===== src/rtl/usb_pkg.sv =====
// Shared USB serial-path definitions: destuffer state encoding and the
// bit-stuffing run length used by both the transmit stuffer and receive destuffer.
package usb_pkg;

    typedef enum logic [1:0] {
        IDLE  = 2'b00,
        RECV  = 2'b01,
        STRIP = 2'b10,
        ERROR = 2'b11
    } unstuff_state_t;

    localparam int USB_STUFF_RUN = 6;

endpackage


===== src/rtl/bit_unstuff.sv =====
// Receive-side bit destuffer: drops the zero inserted after every run of MAX_ONES
// ones. Build option UNSTUFF_ERR_CHECK_EN flags a one in the stuffed-bit slot.
//
// state | meaning
// IDLE  | no packet open, waiting for stream_begin
// RECV  | forwarding bits, counting consecutive ones
// STRIP | next valid bit is the stuffed bit and is dropped
// ERROR | stuff violation seen, bits suppressed until stream_end
module bit_unstuff
    import usb_pkg::*;
#(
    parameter int MAX_ONES = USB_STUFF_RUN
) (
    input  logic clk,
    input  logic rst_L,
    input  logic in,
    input  logic in_valid,
    input  logic stream_begin,
    input  logic stream_end,
    output logic out,
    output logic out_valid,
    output logic unstuff_done,
    output logic stuff_err
);

    localparam int CW = $clog2(MAX_ONES + 1);
    localparam logic [CW-1:0] LAST_ONE = CW'(MAX_ONES - 1);

    unstuff_state_t state, state_nxt;
    logic [CW-1:0]  count, count_nxt;
    logic           out_nxt, out_valid_nxt, done_nxt;

`ifdef UNSTUFF_ERR_CHECK_EN
    logic err_q, err_nxt;
`endif

    always_ff @(posedge clk or negedge rst_L) begin
        if (!rst_L) begin
            state        <= IDLE;
            count        <= '0;
            out          <= 1'b0;
            out_valid    <= 1'b0;
            unstuff_done <= 1'b0;
`ifdef UNSTUFF_ERR_CHECK_EN
            err_q        <= 1'b0;
`endif
        end else begin
            state        <= state_nxt;
            count        <= count_nxt;
            out          <= out_nxt;
            out_valid    <= out_valid_nxt;
            unstuff_done <= done_nxt;
`ifdef UNSTUFF_ERR_CHECK_EN
            err_q        <= err_nxt;
`endif
        end
    end

    // stream_end outranks everything once a packet is open; stream_begin restarts
    always_comb begin
        state_nxt = state;
        count_nxt = count;
        if (state == IDLE) begin
            if (stream_begin && !stream_end) begin
                state_nxt = RECV;
                count_nxt = '0;
            end
        end else if (stream_end) begin
            state_nxt = IDLE;
            count_nxt = '0;
        end else if (stream_begin) begin
            state_nxt = RECV;
            count_nxt = '0;
        end else begin
            case (state)
                RECV: begin
                    if (in_valid) begin
                        if (in && count == LAST_ONE) begin
                            state_nxt = STRIP;
                            count_nxt = '0;
                        end else if (in) begin
                            count_nxt = count + 1'b1;
                        end else begin
                            count_nxt = '0;
                        end
                    end
                end
                STRIP: begin
                    if (in_valid) begin
                        count_nxt = '0;
`ifdef UNSTUFF_ERR_CHECK_EN
                        state_nxt = in ? ERROR : RECV;
`else
                        state_nxt = RECV;
`endif
                    end
                end
                default: ;
            endcase
        end
    end

    always_comb begin
        out_nxt       = out;
        out_valid_nxt = 1'b0;
        done_nxt      = 1'b0;
`ifdef UNSTUFF_ERR_CHECK_EN
        err_nxt       = err_q;
`endif
        if (stream_end) begin
            done_nxt = (state != IDLE);
        end else if (stream_begin) begin
`ifdef UNSTUFF_ERR_CHECK_EN
            err_nxt = 1'b0;
`endif
        end else if (state == RECV && in_valid) begin
            out_nxt       = in;
            out_valid_nxt = 1'b1;
        end
`ifdef UNSTUFF_ERR_CHECK_EN
        else if (state == STRIP && in_valid && in) begin
            err_nxt = 1'b1;
        end
`endif
    end

`ifdef UNSTUFF_ERR_CHECK_EN
    assign stuff_err = err_q;
`else
    assign stuff_err = 1'b0;
`endif

endmodule


===== config.mk =====
export PLATFORM = sky130hd
export DESIGN_NAME = bit_unstuff
export DESIGN_NICKNAME = d
export VERILOG_FILES = /design/src/rtl/usb_pkg.sv /design/src/rtl/bit_unstuff.sv
export SDC_FILE = /design/constraint.sdc
export NUM_CORES = 1
export LEC_CHECK = 0
export CORE_MARGIN = 2
export CORE_UTILIZATION = 30
export CTS_CLUSTER_DIAMETER = 80
export CTS_CLUSTER_SIZE = 20
export DETAILED_ROUTE_END_ITERATION = 12
export PLACE_DENSITY = 0.51
export SLEW_MARGIN = 40
export SYNTH_ARGS = -nofsm -noshare
export SYNTH_HDL_FRONTEND = slang
export SYNTH_SLANG_ARGS = --single-unit
export TNS_END_PERCENT = 1

===== constraint.sdc =====
create_clock -name clk -period 2.55 [get_ports clk]
set_input_delay 0.51 -clock clk [delete_from_list [all_inputs] [get_ports clk]]
set_output_delay 0.51 -clock clk [all_outputs]
set_load 0.02 [all_outputs]

==> metrics <==
crit path launch=stream_end; Static Leak=0.239 nW; minimum clock period=1.74 ns; RSZ-0062 raised after global routing=false; most frequent cells in the layout=8 x dfrtp_1, 8 x clkdlybuf4s50_1, 3 x nor2_1, 3 x nand2_1, 3 x clkbuf_4; vias in the first global route=~330; yosys warns=0; clk_lat worst skew=0.26 ns; gr usage total=11.4%; min-delay src=out; Sink Count=8; port bufs=8; DR pass1 iterations=4; clk buf depth=2; fillers=between 100 and 150; CTS tree=yes; FMAX=576 MHz; critical path startpoint category=input pin; first-pass GRT wire length=1480 um; Worst VDD drop=0.000317 V; post-DP HPWL=622 um; period utilisation layout=68.1%; Antenna Nets Post-Route=0; area post-placement=a little over 500 um2; Mapped Nets=49; core area=1320 um2; Die Footprint=1760 um2; DRC Markers=0; fin area=527 um2; RR Startpoint=state[1]; Final Hold Fails=0; Starting DRT DRC Count=5; Via Count=around 350; crit path kind=in2reg; Max Slew Vio Count=0; die height=41.9 um; arrival time worst endpoint=roughly 1.9 ns; CTS Hold Bufs=0; initial antenna violation count=0; Power per Cell Area=~550 nW/um2; vias per cell=about 5.5; clk slew on worst S/H paths=0.05 ns; width of the chip=41.9 um; fin util=40.0%; P&R area growth vs syn=22.0%; CP Data Required Time=2.69 ns; largest net degree at the start of global routing=9; Placement Setup Slack=0.555 ns; Avg Inst Size Synth=about 11 um2; DR WL/cell=roughly 13 um; post-CTS resize count=0; Final Non-Filler Cells=64; layout cell share with drive strength beyond 1=about 10%; Starting Density=32.8%; final setup fails=0; clock skew=0.00259 ns; Routed WL=approximately 850 um; total CTS buffers=3; critical path fanouts, max=4; row count=13; Remaining Overflow, GRT=0; post-synth design cell area=between 400 and 500 um2; post-synthesis sequential area ratio=46.4%; Root Buffer=clkbuf_4; Placed Cells=between 60 and 70; CP Capture Type=flop; # Max-Cap Violations=0; Ports=10; register bit total from synthesis=8; final net count=59; Worst Hold Class=reg2reg; Setup Total Neg Slack=0 ns; post-CTS setup buffers=0; Antenna Cells=0; status=finished clean; H-Tree Depth=1; worst setup margin=0.813 ns; Syn Inst Count=41; routability congestion estimate=0.698; post-synth cell types=23
==> worst max-delay path, cell delays in order <==
cell             delay, ns
clkdlybuf4s50_1       0.46
nor2_1                0.21
nand2_1               0.11
nor3b_2               0.23
mux2_2                0.35
==> final cells by class <==
class                      count  area, um2  share of cell area, %
multi-input combinational     28        198                   37.5
timing repair buffer           8       80.1                   15.2
clock buffer                   3       22.5                   4.28
tap                           15       18.8                   3.56
sequential                     8        200                   38.0
inverter                       2       7.51                   1.43
==> final timing paths <==
| check | cells after the start | slack (ns) | end |
|---|---|---|---|
| max | 5 | 0.81 | out |
| min | 1 | 0.51 | out |
| max reg2reg | 4 | 1.07 | count[2] |
| min reg2reg | 1 | 0.51 | out |
| max in group asynchronous | 1 | 1.75 | count[0] |
| min in group asynchronous | 1 | 0.53 | out_valid |
==> cell usage after synthesis (all sizes together) <==
library cell / instances / share of area, %
a211oi: 1 / 1.7
a21o: 2 / 3.5
a21oi: 1 / 1.2
a221o: 1 / 2.3
a221oi: 2 / 4.1
a41oi: 1 / 2.0
buf: 3 / 6.1
conb: 1 / 0.87
dfrtp: 8 / 46
ha: 2 / 5.8
inv: 2 / 1.7
mux2: 1 / 2.6
nand2: 3 / 2.6
nand4: 2 / 2.9
nor2: 3 / 2.6
nor3b: 1 / 2.9
nor4b: 1 / 2.0
o21a: 1 / 1.7
o21ai: 3 / 3.5
or3: 1 / 1.5
xor2: 1 / 2.0
==> cell families after synthesis <==
logic type / synth area share, %
AO/OA/AOI/OAI: 20.0
XOR/XNOR: 2.03
adder cells (fa/ha/maj): 5.80
buffers and inverters: 7.83
flip-flops: 46.4
multiplexers: 2.61
other: 0.869
AND/OR/NAND/NOR: 14.5
==> flip-flops by register name, summed over array words and instances, names as in the netlist <==
register      count
state             2
count             3
out               1
out_valid         1
unstuff_done      1
==> where the power goes <==
part           switching [W]  internal [W]   total, W
clock              0.0000443     0.0000539  0.0000982
combinational      0.0000257     0.0000250  0.0000508
sequential        0.00000535      0.000134   0.000139
==> metal layers <==
metal  up-vias  global-route usage (%)  wire (um)
li1        165                       -          -
met1       170                    13.6        384
met2        17                    16.9        375
met3         2                    6.96         71
met4         0                    3.87         12
met5         -                       0          0
==> metrics by stage <==
step | total power (W) | hold WS (ns)
final | 0.000288 | 0.507
after global routing | 0.000305 | 0.526
after CTS | 0.000294 | 0.517
after detailed placement | 0.000193 | 0.505
after global placement | 0.000192 | 0.510
after floorplan | 0.000168 | 0.214
Note: power is estimated with default switching activity, not from simulation.
